## src/rtl/register_shift_param_if.sv

```systemverilog
// Bus bundle for register_shift_param: parallel/serial data,
// transfer control and status, with driver and register sides.
interface register_shift_param_if #(
    parameter int reg_width = 8,
    parameter int cnt_width = $clog2(reg_width + 1)
);
    logic [reg_width-1:0] reg_in;
    logic                 load;
    logic                 start;
    logic                 shift_en;
    logic                 ser_in;
    logic                 ser_out;
    logic [reg_width-1:0] reg_out;
    logic                 busy;
    logic                 done;
    logic [cnt_width-1:0] bit_cnt;

    modport master (
        output reg_in, load, start, shift_en, ser_in,
        input  ser_out, reg_out, busy, done, bit_cnt
    );

    modport slave (
        input  reg_in, load, start, shift_en, ser_in,
        output ser_out, reg_out, busy, done, bit_cnt
    );
endinterface

```

## src/rtl/register_shift_param.sv

```systemverilog
// Parametrised shift register with parallel load/readback, serial
// in/out in either bit order, and a counted transfer with busy/done.
module register_shift_param #(
    parameter int                   reg_width   = 8,
    parameter logic [reg_width-1:0] reset_value = '0,
    parameter bit                   msb_first   = 1'b1,
    parameter int                   cnt_width   = $clog2(reg_width + 1)
) (
    input logic                   clk,
    input logic                   clear,
    register_shift_param_if.slave bus
);

    typedef enum logic {
        IDLE  = 1'b0,
        SHIFT = 1'b1
    } state_t;

    localparam logic [cnt_width-1:0] LAST_CNT =
        cnt_width'(reg_width - 1);

    state_t               state_q, state_d;
    logic [reg_width-1:0] reg_q, reg_d;
    logic [cnt_width-1:0] cnt_q, cnt_d;
    logic                 done_q, done_d;
    logic [reg_width-1:0] shifted;

    always_comb begin
        if (msb_first) begin
            shifted = {reg_q[reg_width-2:0], bus.ser_in};
        end else begin
            shifted = {bus.ser_in, reg_q[reg_width-1:1]};
        end
    end

    always_comb begin
        state_d = state_q;
        reg_d   = reg_q;
        cnt_d   = cnt_q;
        done_d  = 1'b0;
        unique case (state_q)
            IDLE: begin
                if (bus.start) begin
                    reg_d   = bus.reg_in;
                    cnt_d   = '0;
                    state_d = SHIFT;
                end else if (bus.load) begin
                    reg_d = bus.reg_in;
                end
            end
            SHIFT: begin
                // restart outranks a coincident strobe
                if (bus.start) begin
                    reg_d = bus.reg_in;
                    cnt_d = '0;
                end else if (bus.shift_en) begin
                    reg_d = shifted;
                    cnt_d = cnt_q + 1'b1;
                    if (cnt_q == LAST_CNT) begin
                        state_d = IDLE;
                        done_d  = 1'b1;
                    end
                end
            end
            default: state_d = IDLE;
        endcase
    end

    always_ff @(posedge clk) begin
        if (clear) begin
            state_q <= IDLE;
            reg_q   <= reset_value;
            cnt_q   <= '0;
            done_q  <= 1'b0;
        end else begin
            state_q <= state_d;
            reg_q   <= reg_d;
            cnt_q   <= cnt_d;
            done_q  <= done_d;
        end
    end

    assign bus.reg_out = reg_q;
    assign bus.bit_cnt = cnt_q;
    assign bus.done    = done_q;
    assign bus.busy    = (state_q == SHIFT);
    assign bus.ser_out = msb_first ? reg_q[reg_width-1] : reg_q[0];

endmodule

```

## src/flat_wrapper.sv

```systemverilog
// flat-port wrapper written by rule: the top's interface ports become plain ports
module register_shift_param_flat 
#(
    parameter int                   reg_width   = 8,
    parameter logic [reg_width-1:0] reset_value = '0,
    parameter bit                   msb_first   = 1'b1,
    parameter int                   cnt_width   = $clog2(reg_width + 1)
)
  (clk, clear, bus_reg_in, bus_load, bus_start, bus_shift_en, bus_ser_in, bus_ser_out, bus_reg_out, bus_busy, bus_done, bus_bit_cnt);
  register_shift_param_if #(.reg_width(reg_width), .cnt_width(cnt_width)) bus_i ();
  input logic clk;
  input logic clear;
  input wire logic [$bits(bus_i.reg_in)-1:0] bus_reg_in;
  input wire logic [$bits(bus_i.load)-1:0] bus_load;
  input wire logic [$bits(bus_i.start)-1:0] bus_start;
  input wire logic [$bits(bus_i.shift_en)-1:0] bus_shift_en;
  input wire logic [$bits(bus_i.ser_in)-1:0] bus_ser_in;
  output wire logic [$bits(bus_i.ser_out)-1:0] bus_ser_out;
  output wire logic [$bits(bus_i.reg_out)-1:0] bus_reg_out;
  output wire logic [$bits(bus_i.busy)-1:0] bus_busy;
  output wire logic [$bits(bus_i.done)-1:0] bus_done;
  output wire logic [$bits(bus_i.bit_cnt)-1:0] bus_bit_cnt;
  assign bus_i.reg_in = bus_reg_in;
  assign bus_i.load = bus_load;
  assign bus_i.start = bus_start;
  assign bus_i.shift_en = bus_shift_en;
  assign bus_i.ser_in = bus_ser_in;
  assign bus_ser_out = bus_i.ser_out;
  assign bus_reg_out = bus_i.reg_out;
  assign bus_busy = bus_i.busy;
  assign bus_done = bus_i.done;
  assign bus_bit_cnt = bus_i.bit_cnt;
  register_shift_param #(.reg_width(reg_width), .reset_value(reset_value), .msb_first(msb_first), .cnt_width(cnt_width)) u_core (.clk(clk), .clear(clear), .bus(bus_i));
endmodule
```

## config.mk

```make
export PLATFORM = sky130hd
export DESIGN_NAME = register_shift_param_flat
export DESIGN_NICKNAME = d
export VERILOG_FILES = /design/src/rtl/register_shift_param_if.sv /design/src/rtl/register_shift_param.sv /design/src/flat_wrapper.sv
export SDC_FILE = /design/constraint.sdc
export NUM_CORES = 1
export LEC_CHECK = 0
export BUFFER_PORTS_ARGS = -buffer_cell sky130_fd_sc_hd__buf_4
export CAP_MARGIN = 20
export CORE_MARGIN = 1.5
export CORE_UTILIZATION = 35
export CTS_CLUSTER_DIAMETER = 60
export CTS_CLUSTER_SIZE = 10
export DETAILED_ROUTE_END_ITERATION = 12
export REMOVE_ABC_BUFFERS = 1
export SYNTH_ARGS = -nofsm -noshare
export SYNTH_HDL_FRONTEND = slang
export SYNTH_SLANG_ARGS = --single-unit
```

## constraint.sdc

```tcl
create_clock -name clk -period 1.69 [get_ports clk]
set_clock_uncertainty 0.05 [all_clocks]
set_input_delay 0.0845 -clock clk [delete_from_list [all_inputs] [get_ports clk]]
set_output_delay 0.0845 -clock clk [all_outputs]
set_load 0.1 [all_outputs]
```

==> impl_summary.md <==
CTS
Buffers inserted during clock tree synthesis total 3. The buffer depth of the longest clock path is 2. CTS built an H-tree with a depth of 1. The clock root buffer is sky130_fd_sc_hd__clkbuf_4.

The TritonCTS clock tree is built. The clock drives 14 sinks. The latest clock arrival within the worst-skew pair is 0.27 ns. The clock transition at the register clock pins on the worst setup and hold paths after CTS is 0.08 ns.

Die
The floorplan die area is 2270 um2. The number of rows in the core area is 15. The die outline height is 47.7 um. The number of top-level pins is 29. The width of the die is 47.7 um. The starting density of the core is 0.388. The core area is 1800 um2.

Worst setup path
The launching point of the worst reg2reg path is u_core.bus.busy. The critical path is of the in -> reg type. The highest fanout seen on the critical path is 9. The worst setup path is launched from an input port.

At the worst endpoint, the required time is 1.79 ns. Setup slack on the worst reg-to-reg path comes out at 0.27 ns. The launch point of the worst path is bus_start. The kind of end point of the critical path is a flip-flop.

At the worst endpoint, the arrival time is 1.60 ns.

Place
Routability-driven placement finished with a final weighted congestion of 0.748. Once placement completed, the tool counted placed cells totaling 113. The HPWL after detailed placement is 1090 um. OpenSTA, run right after detailed placement, puts the worst setup slack at 0.261 ns. Port buffering added 28 buffers.

GRT
In the global route stage, overall resource usage came out at 0.145. Entering global routing, the biggest net connects 15 pins. The number of global-route vias before repair is 540. Global routing finished with a remaining overflow of 0. The initial antenna violation count came to 0. The first-pass GRT wire length is 2240 um.

Synth
In this run, synthesis inferred 0 flip-flops with an integrated enable. Counting flops with an async set or reset pin after synthesis yields a share of 0. The number of different library cells used by synthesis comes to 23.

The post-synthesis sequential area ratio is 0.401. Synthesis handed over a netlist of 66 instances. The dominant register cell in the synthesized netlist is sky130_fd_sc_hd__dfxtp_1.

Sorting the synthesized cells by area gives the leading types as sky130_fd_sc_hd__dfxtp_1, sky130_fd_sc_hd__mux2i_1, sky130_fd_sc_hd__a211oi_2. The largest area contributor in the netlist is sky130_fd_sc_hd__dfxtp_1. The summed instance area of the synthesized netlist is 698 um2. Synthesis inferred 14 register bits.

Averaged over all synthesized cells, the footprint is 10.6 um2. The yosys synthesis warning count is 0. The top-area cell type share of the netlist area is 0.401.

Timing
The timing-limited maximum frequency is 667 MHz. The final-report max-slew violation count is 0. The transition time at the pin with the least slew margin is 0.506 ns.

The worst hold slack is 0.0521 ns. The relative max-transition margin is 0.663. The final setup violation count is 0.

The final hold violation count is 0. In the post-route analysis, the smallest setup slack over all paths is 0.192 ns. Setup repair after global routing left no endpoint under its margin. Dividing the final minimum period by the clock period gives 0.887. The clock period could shrink to 1.50 ns. Summed over all failing endpoints, the final setup total negative slack is 0 ns.

Route
The final routed DRC violation total is 0. The initial DRC count is 0. The routed wirelength normalized by instance count is 12.1 um. The count of nets left with antenna violations once routing finished came out at 0.

After detailed routing, the total wire length is 1430 um. The count of TritonRoute iterations in the first routing pass is 1. For this block, the via count after detailed routing is 582.

The detail-routed via count per cell is 4.93.

Min path
In this run the most critical hold path is launched from clear. The min-delay analysis places its worst path in the category in -> reg.

Finish
Of the cells placed in the final design, the portion with a size suffix greater than 1 is 0.441. For this run, the share of the core covered by cells in the final layout is 0.517. Compared with the post-synthesis result, the final layout area differs by 33.3%.

The number of nets in the layout is 109. The final non-filler cell total is 118. The repair_antennas step left the layout with diodes totalling 0.

Power and ir drop
Across the VDD grid, the largest voltage drop is 0.000434 V. The leakage dissipation is 0.428 nW. The power density over the cells is 971 nW/um2.

Run status
The run finished with clean final reports.

Run
The number of violations of the max-capacitance limit is 0.
## area by class of cell
cell class	count	area (um2)
Clock buffer	4	36.3
Fill cell	186	871
Multi-Input combinational cell	46	363
Sequential cell	14	280
Tap cell	25	31.3
Timing Repair Buffer	29	220
## final timing paths
check	endpoint	cells after the start
worst max-delay path	u_core.bus.reg_out[0]	5
worst min-delay path	u_core.bus.reg_out[6]	2
worst max register to register	u_core.bus.reg_out[7]	3
worst min register to register	u_core.bus.bit_cnt[3]	2
## cells in the mapped netlist (2+ instances only)
cell type                  instances
sky130_fd_sc_hd__dfxtp_1          14
sky130_fd_sc_hd__nor3_1           11
sky130_fd_sc_hd__mux2i_1           9
sky130_fd_sc_hd__a211oi_2          6
sky130_fd_sc_hd__a211oi_1          3
sky130_fd_sc_hd__buf_4             2
sky130_fd_sc_hd__buf_6             2
sky130_fd_sc_hd__nand2b_1          2
sky130_fd_sc_hd__nand3_1           2
sky130_fd_sc_hd__xor2_1            2
## power breakdown
part           switching [mW]  internal (mW)  total, mW  leakage (nW)
Sequential             0.0188          0.350      0.369         0.115
Clock                   0.104          0.131      0.234        0.0210
Combinational           0.219         0.0817      0.301         0.292
## state kept, by name (all words and copies together) (netlist names)
signal and flops:
u_core.bus.done 1, u_core.bus.reg_out 8, u_core.bus.bit_cnt 4, u_core.bus.busy 1
## worst max-delay path, cell delays in order
cell and delay (ns):
sky130_fd_sc_hd__dlygate4sd3_1 0.53, sky130_fd_sc_hd__buf_4 0.16, sky130_fd_sc_hd__nand2b_1 0.44, sky130_fd_sc_hd__mux2i_1 0.29, sky130_fd_sc_hd__a211oi_2 0.09
## logic make-up (layout without fill, tap and decap cells)
group | count (synthesis) | count (layout) | share of synthesized area
buffers and inverters | 6 | 33 | 0.0788
AOI/OAI and AO/OA | 13 | 13 | 0.179
xor gates and xnor gates | 2 | 2 | 0.0251
DFF | 14 | 14 | 0.401
and+or+nand+nor | 21 | 21 | 0.168
muxes | 9 | 9 | 0.129
adders and majority gates | 1 | 1 | 0.0179
## metrics by stage
step / power (mW) / instance area [um2]
floorplan: 0.597 / 643
global placement: 0.678 / 885
detailed placement: 0.678 / 885
CTS: 0.920 / 931
global route: 0.949 / 931
finish: 0.904 / 931
## placed cells by master (no fill, tap or decap), drive strengths merged, types with 2 or more instances in the layout
master  count
a211oi      9
a21oi       2
buf        28
clkbuf      4
dfxtp      14
mux2i       9
nand2b      2
nand3       2
nor3       11
xor2        2
## timing repair
item,in CTS,in global routing
buffers inserted,0,0
resized for setup,0,0
setup endpoints to repair,0,0
hold buffers,1,0
endpoints found under the hold margin,3,0
## layer usage
metal,GRT usage,share of wire,wire length (um),vias to the layer above
met2,0.232,0.47,671,22
met1,0.180,0.45,650,258
li1,-,-,-,300
met4,0.0811,0.0063,9,0
met5,0,0,0,-
met3,0.0340,0.070,100,2
No activity file was read; power rests on OpenSTA's default activity.
